File: src/rtl/mem_arbiter_pkg.sv
// Shared definitions for the instruction/data memory arbiter.
// State encoding, grant identifiers and the default abort timeout.
package mem_arbiter_pkg;

   typedef enum logic [1:0] {
      IDLE   = 2'd0,
      BUSY_I = 2'd1,
      BUSY_D = 2'd2,
      RESP   = 2'd3
   } state_t;

   localparam logic GNT_INSTR = 1'b0;
   localparam logic GNT_DATA  = 1'b1;

   localparam int TIMEOUT_DEF = 255;

endpackage

File: src/rtl/REG_DRE_32.sv
// Enable register cell with synchronous active-high reset to zero.
// Holds its value whenever EN is low.
module REG_DRE_32 #(
   parameter int WIDTH = 32
) (
   input  logic             CLK,
   input  logic             RES,
   input  logic             EN,
   input  logic [WIDTH-1:0] D,
   output logic [WIDTH-1:0] Q
);

   always_ff @(posedge CLK) begin
      if (RES)
         Q <= '0;
      else if (EN)
         Q <= D;
   end

endmodule

File: src/rtl/mem_arbiter.sv
// Single-ported memory arbiter for the fetch and load/store ports.
// Define MEM_TIMEOUT_EN to abort busy accesses after TIMEOUT cycles.
module mem_arbiter
   import mem_arbiter_pkg::*;
#(
   parameter int ADR_W   = 32,
   parameter int DATA_W  = 32,
   parameter int TIMEOUT = TIMEOUT_DEF
) (
   input  logic              CLK,
   input  logic              RES,
   input  logic              instr_req,
   input  logic [ADR_W-1:0]  instr_adr,
   output logic [DATA_W-1:0] instr_read,
   output logic              instr_valid,
   input  logic              data_req,
   input  logic              data_we,
   input  logic [3:0]        data_be,
   input  logic [ADR_W-1:0]  data_adr,
   input  logic [DATA_W-1:0] data_wdata,
   output logic [DATA_W-1:0] data_rdata,
   output logic              data_valid,
   output logic              mem_req,
   output logic              mem_we,
   output logic [3:0]        mem_be,
   output logic [ADR_W-1:0]  mem_adr,
   output logic [DATA_W-1:0] mem_wdata,
   input  logic [DATA_W-1:0] mem_rdata,
   input  logic              mem_ack,
   output logic              err
);

   state_t r_state, w_state_nxt;
   logic   r_last, w_last_nxt;
   logic   r_mem_req, w_mem_req_nxt;
   logic   r_mem_we, w_mem_we_nxt;
   logic [3:0] r_mem_be, w_mem_be_nxt;
   logic   r_ivalid, w_ivalid_nxt;
   logic   r_dvalid, w_dvalid_nxt;
   logic   r_err, w_err_nxt;

   logic   w_grant;
   logic   w_gnt_data;
   logic   w_ird_en;
   logic   w_drd_en;
   logic   w_tmo;
   logic [ADR_W-1:0]  w_adr_d;
   logic [DATA_W-1:0] w_rd_val;

`ifdef MEM_TIMEOUT_EN
   localparam logic [7:0] TMO_LAST = 8'(TIMEOUT - 1);

   logic [7:0] r_tmo_cnt;

   // Idle and response cycles hold the counter at zero, so it restarts on every grant.
   always_ff @(posedge CLK) begin
      if (RES || r_state == IDLE || r_state == RESP)
         r_tmo_cnt <= '0;
      else
         r_tmo_cnt <= r_tmo_cnt + 8'd1;
   end

   assign w_tmo = (r_tmo_cnt == TMO_LAST);
`else
   logic w_unused_cfg;
   assign w_unused_cfg = (TIMEOUT != 0);
   assign w_tmo        = 1'b0;
`endif

   always_ff @(posedge CLK) begin
      if (RES) begin
         r_state   <= IDLE;
         r_last    <= GNT_INSTR;
         r_mem_req <= 1'b0;
         r_mem_we  <= 1'b0;
         r_mem_be  <= 4'h0;
         r_ivalid  <= 1'b0;
         r_dvalid  <= 1'b0;
         r_err     <= 1'b0;
      end else begin
         r_state   <= w_state_nxt;
         r_last    <= w_last_nxt;
         r_mem_req <= w_mem_req_nxt;
         r_mem_we  <= w_mem_we_nxt;
         r_mem_be  <= w_mem_be_nxt;
         r_ivalid  <= w_ivalid_nxt;
         r_dvalid  <= w_dvalid_nxt;
         r_err     <= w_err_nxt;
      end
   end

   always_comb begin
      w_state_nxt   = r_state;
      w_last_nxt    = r_last;
      w_mem_req_nxt = r_mem_req;
      w_mem_we_nxt  = r_mem_we;
      w_mem_be_nxt  = r_mem_be;
      w_ivalid_nxt  = 1'b0;
      w_dvalid_nxt  = 1'b0;
      w_err_nxt     = 1'b0;
      w_grant       = 1'b0;
      w_gnt_data    = 1'b0;
      w_ird_en      = 1'b0;
      w_drd_en      = 1'b0;
      w_rd_val      = mem_rdata;
      unique case (r_state)
         IDLE: begin
            if (instr_req || data_req) begin
               w_grant    = 1'b1;
               w_gnt_data = data_req &&
                            (!instr_req || r_last == GNT_INSTR);
               w_last_nxt    = w_gnt_data ? GNT_DATA : GNT_INSTR;
               w_state_nxt   = w_gnt_data ? BUSY_D : BUSY_I;
               w_mem_req_nxt = 1'b1;
               w_mem_we_nxt  = w_gnt_data ? data_we : 1'b0;
               w_mem_be_nxt  = w_gnt_data ? data_be : 4'hF;
            end
         end
         BUSY_I, BUSY_D: begin
            // A same-cycle ack wins over an expiring timeout.
            if (mem_ack || w_tmo) begin
               w_state_nxt   = RESP;
               w_mem_req_nxt = 1'b0;
               w_mem_we_nxt  = 1'b0;
               w_err_nxt     = !mem_ack;
               if (!mem_ack || r_mem_we)
                  w_rd_val = '0;
               if (r_state == BUSY_I) begin
                  w_ird_en     = 1'b1;
                  w_ivalid_nxt = 1'b1;
               end else begin
                  w_drd_en     = 1'b1;
                  w_dvalid_nxt = 1'b1;
               end
            end
         end
         RESP: begin
            w_state_nxt = IDLE;
         end
      endcase
   end

   assign w_adr_d = w_gnt_data ? data_adr : instr_adr;

   REG_DRE_32 #(.WIDTH(ADR_W)) u_adr (
      .CLK (CLK),
      .RES (RES),
      .EN  (w_grant),
      .D   (w_adr_d),
      .Q   (mem_adr)
   );

   REG_DRE_32 #(.WIDTH(DATA_W)) u_wdata (
      .CLK (CLK),
      .RES (RES),
      .EN  (w_grant && w_gnt_data),
      .D   (data_wdata),
      .Q   (mem_wdata)
   );

   REG_DRE_32 #(.WIDTH(DATA_W)) u_iread (
      .CLK (CLK),
      .RES (RES),
      .EN  (w_ird_en),
      .D   (w_rd_val),
      .Q   (instr_read)
   );

   REG_DRE_32 #(.WIDTH(DATA_W)) u_dread (
      .CLK (CLK),
      .RES (RES),
      .EN  (w_drd_en),
      .D   (w_rd_val),
      .Q   (data_rdata)
   );

   assign mem_req     = r_mem_req;
   assign mem_we      = r_mem_we;
   assign mem_be      = r_mem_be;
   assign instr_valid = r_ivalid;
   assign data_valid  = r_dvalid;
   assign err         = r_err;

endmodule

File: config.mk
export PLATFORM = sky130hd
export DESIGN_NAME = mem_arbiter
export DESIGN_NICKNAME = d
export VERILOG_FILES = /design/src/rtl/mem_arbiter_pkg.sv /design/src/rtl/REG_DRE_32.sv /design/src/rtl/mem_arbiter.sv
export SDC_FILE = /design/constraint.sdc
export NUM_CORES = 1
export LEC_CHECK = 0
export BUFFER_PORTS_ARGS = -buffer_cell sky130_fd_sc_hd__buf_2
export CORE_ASPECT_RATIO = 1.25
export CORE_MARGIN = 4
export CORE_UTILIZATION = 47
export DETAILED_ROUTE_END_ITERATION = 8
export PLACE_DENSITY_LB_ADDON = 0.25
export RECOVER_POWER = 50
export SYNTH_ARGS = -nofsm -noshare
export SYNTH_HDL_FRONTEND = slang
export SYNTH_HIERARCHICAL = 1
export SYNTH_SLANG_ARGS = --single-unit
File: constraint.sdc
create_clock -name CLK -period 1.95 [get_ports CLK]
set_input_delay 0.195 -clock CLK [delete_from_list [all_inputs] [get_ports CLK]]
set_output_delay 0.195 -clock CLK [all_outputs]
set_load 0.05 [all_outputs]
Yosys cells after proc, flatten, opt, wreduce, memory -nomap -nowiden
Index checks and enable logic that the tools add are counted.
Word-level totals
  register bits: 140
  input port bits: 138
  output and inout port bits: 137
  word-level logic and storage cells: 60
Cells by class
  equality and inequality tests: 5
  multiplexer cells: 26
  bitwise operators: 3
  reduce and logical (&&, ||, !) cells: 14
Operators with widths (count)
  $mux 32: 4
  $mux 1: 15
  $mux 2: 3
  $pmux 2 s3: 1
  $eq 2x2->1 const B: 2
  $mux 4: 1
  $ne 2x2->1 const B: 2
  $pmux 1 s2: 2
  $reduce_and 2->1: 2
  $logic_or 1x1->1: 3
  $not 1->1: 3
  $reduce_and 3->1: 1
  $reduce_or 3->1: 1
  $eq 2x1->1 const B: 1
  $logic_and 1x1->1: 2
  $logic_not 1->1: 2
  $logic_not 2->1: 1
  $reduce_bool 2->1: 1
  $reduce_or 2->1: 1

Longest topological paths before layout
  depth in word-level cells: 6
  mapped depth: 10
  depth with buffers taken out: 6

Hierarchy
Netlist, hierarchy kept.
Modules (own cells, without submodules)
  REG_DRE_32: instances 4, cells an instance 103, area each 1163.6 um2, seq. area each 640.6 um2
  mem_arbiter: instances 1, cells an instance 119, area each 1158.6 um2, seq. area each 240.2 um2

Least setup slack after synthesis
Ideal clock, no wire load.
  kind: register -> register
  from: register r_state[0]
  to: register u_wdata.Q[0]
  library setup time: 0.128 ns
  arrival: 1.479 ns
  required time: 1.822 ns
  slack: 0.344 ns
  stages on the path, launching flop included: 11
  path buffers: 4
  period minus slack after synthesis: 1.606 ns
  cell sequence: dfxtp_1 inv_1 ha_1 nand2_1 buf_6 buf_6 inv_1 buf_6 buf_12 mux2i_1 nor2_1
Between the ends
  word-level cells in the longest chain between the ends: 3
  elaborated cells between the ends (all ways): 4
RTL lines
  from (decl): line mem_arbiter.sv:33  | state_t r_state, w_state_nxt;
  from (signal assigned): line mem_arbiter.sv:81  | r_state <= w_state_nxt;
  $logic_not 2->1 *: line mem_arbiter.sv:106  | unique case (r_state)
  $mux 1: line mem_arbiter.sv:106
  $logic_and 1x1->1 *: line mem_arbiter.sv:156  | .EN (w_grant && w_gnt_data),
  to (signal assigned): line REG_DRE_32.sv:15  | Q <= '0;
  to (signal assigned): line REG_DRE_32.sv:17  | Q <= D;
  to (decl): line REG_DRE_32.sv:10  | output logic [WIDTH-1:0] Q
Every way passes the cells marked *; elsewhere a longest branch is shown, timed or not.
A chain may end at the register's enable or synchronous reset.

Worst setup path in the final report
  from: register r_state[0]
  to: register u_dread.Q[7]
Between the ends
  word-level cells in the longest chain between the ends: 4
  elaborated cells between the ends (all ways): 7
RTL lines
  $eq 2x1->1: line mem_arbiter.sv:106, mem_arbiter.sv:128
  $mux 1: line mem_arbiter.sv:128  | if (r_state == BUSY_I) begin
  $mux 1: line mem_arbiter.sv:121  | if (mem_ack || w_tmo) begin
  $mux 1 *
  named net w_drd_en: line mem_arbiter.sv:45  | logic w_drd_en;
  to (signal assigned): line REG_DRE_32.sv:15
  to (signal assigned): line REG_DRE_32.sv:17
  to (decl): line REG_DRE_32.sv:10
The timed path passes the listed nets; every way through them passes the cells marked *.

==> out/results.txt <==
status -> completed
DIE WIDTH -> 107 um
Worst slew margin -> 54.7%
Power Density -> 1620 mW/mm^2
Clock Path Buffers -> 2
core area -> 0.0121 sq mm
DRC violations left -> 0
max-cap viol count -> 0
initial antenna violation count -> 0
clk_skew -> 0.00980 ns
RePlAce Congestion -> 0.788
cts hold-fix bufs -> 0
cts bufs inserted -> 17
r2r endpoint -> u_dread/Q[7]
Post-synth ARST share -> 0%
post-synthesis average cell area -> 10.9 sq um
Critical Path AT -> 2.03 ns
sequential share of power -> 30.3%
Synth Flop Type -> dfxtp_1
Hold Crit Depth -> 3
Worst Tran Pin Value -> 0.683 ns
grt ovf -> 0
Yosys warning count -> 6
Register-to-Register Path Depth -> 7
drt wl/cell -> 14.7 um
switching share of power -> 41.0%
area of the mapped netlist -> 0.00581 sq mm
count of final max-slew check failures -> 0
Total Nets Final -> 938
final instance area -> 0.00763 sq mm
P_sw -> 0.00506 W
Antenna Nets Post-Route -> 0
final setup TNS -> 0 ns
Worst Hold End -> u_wdata/Q[19]
Post-CTS Setup Bufs -> 0
synth unique cells -> 30
startpoint types -> flip-flop
vias in the first global route -> 4,838
Synth Register Bits -> 140
layout cells sized above 1 -> 27.1%
internal power contribution -> 0.00730 W
routed vias -> 4,649
Critical R2R Launch -> r_state[0]
worst skew pair latency -> 0.41 ns
final worst path period need -> 1.75 ns
Area Overhead vs Synth -> 31.3%
die height -> 132 um
starting density of the core -> 48.0%
final setup fails -> 0
RSZ-0062 raised after global routing -> false
HPWL Detailed -> 10.6 mm
crit path kind -> flip-flop to flip-flop
Data required, critical path -> 2.23 ns
DR iter-0 viols -> 147
HP Class -> primary input to flip-flop
Root Driver -> clkbuf_16
Clock Sinks -> 140
clock-pin slew on the worst setup and hold paths -> 0.06 ns
Static Leakage -> 3.27 nW
Post-synth EDFFs -> 0
M3 GR Usage -> 6.08%
gr busiest metal -> met2
Final period util -> 89.5%
combinational power share -> 41.9%
worst vdd ir -> 975 uV
fmax -> 0.573 GHz
min-delay src -> data_wdata[19]
cts repair resizes -> 0
die area -> 0.0142 sq mm
first-pass GRT wire length -> 22.9 mm
placed inst area -> 0.00717 sq mm
clock share of power -> 27.8%
Vias/cell -> 4.77
CTS tree -> done
Core Rows -> 45
Mapped Nets -> 671
largest net degree at the start of global routing -> 59
Seq/Total Area, Yosys -> 48.2%
Ant. Diodes -> 0
Fin. Hold Viols -> 0
Routed WL -> 14.4 mm
io pins -> 275
Gate Count Post-Synth -> 531
PnR worst setup slack -> 0.204 ns
pre-CTS setup slack -> 0.223 ns
Port Buffers -> 274
critical path capture point type -> flip-flop
H-tree depth -> 4
met1 usage -> 22.7%
Total GRT Usage -> 19.8%
R2R setup slack -> 0.20 ns
largest fanout on the critical path -> 32
First-pass DRT Iterations -> 4
met2 Use GR -> 34.1%
registers in the layout (all words and copies together) (netlist names):
register,cells
u_dread/Q,32
mem_be,4
mem_req,1
err,1
instr_valid,1
u_iread/Q,32
u_adr/Q,32
mem_we,1
r_state,2
r_last,1
u_wdata/Q,32
data_valid,1
layout by cell type, fill, tap and decap left out, types with 2 or more instances in the layout:
cell,count
and2_1,33
buf_12,6
buf_2,136
buf_4,4
bufinv_16,4
clkbuf_1,138
clkbuf_16,17
clkinvlp_4,2
dfxtp_1,140
ha_1,2
inv_1,3
inv_6,5
inv_8,2
mux2_2,19
mux2_4,14
mux2i_1,129
nand3_1,2
nor2_1,129
o211ai_1,2
o21ai_0,2
o221a_2,4
synth_stat cells, types with 3 or more instances:
library cell    n  area share, %
and2_1         34            3.7
buf_12         12            4.1
buf_6           7            1.4
clkbuf_1       15           0.97
dfxtp_1       140             48
inv_1           3           0.19
mux2_2         19            3.7
mux2_4         14            3.6
mux2i_1       129             22
nor2_1        130            8.4
o221a_2         4           0.77
logic make-up after synthesis:
group	synth area share, %
AND/OR/NAND/NOR	12.9
flip-flops	48.2
other	0.0645
buffers and inverters	6.80
multiplexers	29.5
AO/OA/AOI/OAI	2.09
adder cells (fa/ha/maj)	0.430
how the worst max path moves through the flow:
stage,end,startpoint,cells past startpoint,slack [ns]
after floorplan,u_wdata/Q[0],r_state[0],10,0.34
after global placement,u_dread/Q[9],r_state[0],7,0.30
after detailed placement,u_dread/Q[6],r_state[0],7,0.22
after CTS,u_dread/Q[7],r_state[0],7,0.23
after global routing,u_dread/Q[23],r_state[0],7,0.12
final,u_dread/Q[7],r_state[0],7,0.20
power groups by stage:
stage | registers, W | clock network, W | logic (W)
final | 0.00375 | 0.00344 | 0.00517
after global routing | 0.00381 | 0.00367 | 0.00548
after CTS | 0.00373 | 0.00351 | 0.00536
after detailed placement | 0.00378 | 0 | 0.00536
after global placement | 0.00376 | 0 | 0.00526
after floorplan | 0.00568 | 0 | 0.00267
routing by layer:
metal  routed length [um]  vias up
li1                     -     2308
met1                 5780     2138
met2                 7200      180
met3                 1070       23
met4                  320        0
met5                    0        -
worst max-delay path: stages (launching register included):
cell	delay, ns
dfxtp_1	0.35
inv_1	0.06
ha_1	0.38
nand2_1	0.14
nor2_4	0.13
buf_12	0.24
mux2i_1	0.24
nor2_1	0.06
metrics by stage:
stage                     total power, W  std cells  hold slack, ns  util [%]
after detailed placement         0.00914        943           0.436      59.2
final                             0.0124        975          0.0252      63.0
after global placement           0.00902        943           0.427      59.2
after global routing              0.0130        975          0.0149      63.0
after CTS                         0.0126        975         0.00693      64.5
after floorplan                  0.00835        531           0.264         -
cell type report:
| type | count | area, sq um |
|---|---|---|
| Tap cell | 164 | 205 |
| Clock buffer | 18 | 429 |
| Clock inverter | 14 | 206 |
| Inverter | 4 | 15.0 |
| Fill cell | 1098 | 4470 |
| Multi-Input combinational cell | 352 | 2630 |
| Sequential cell | 140 | 2800 |
| Timing Repair Buffer | 283 | 1350 |
No activity file was read; power rests on OpenSTA's default activity.
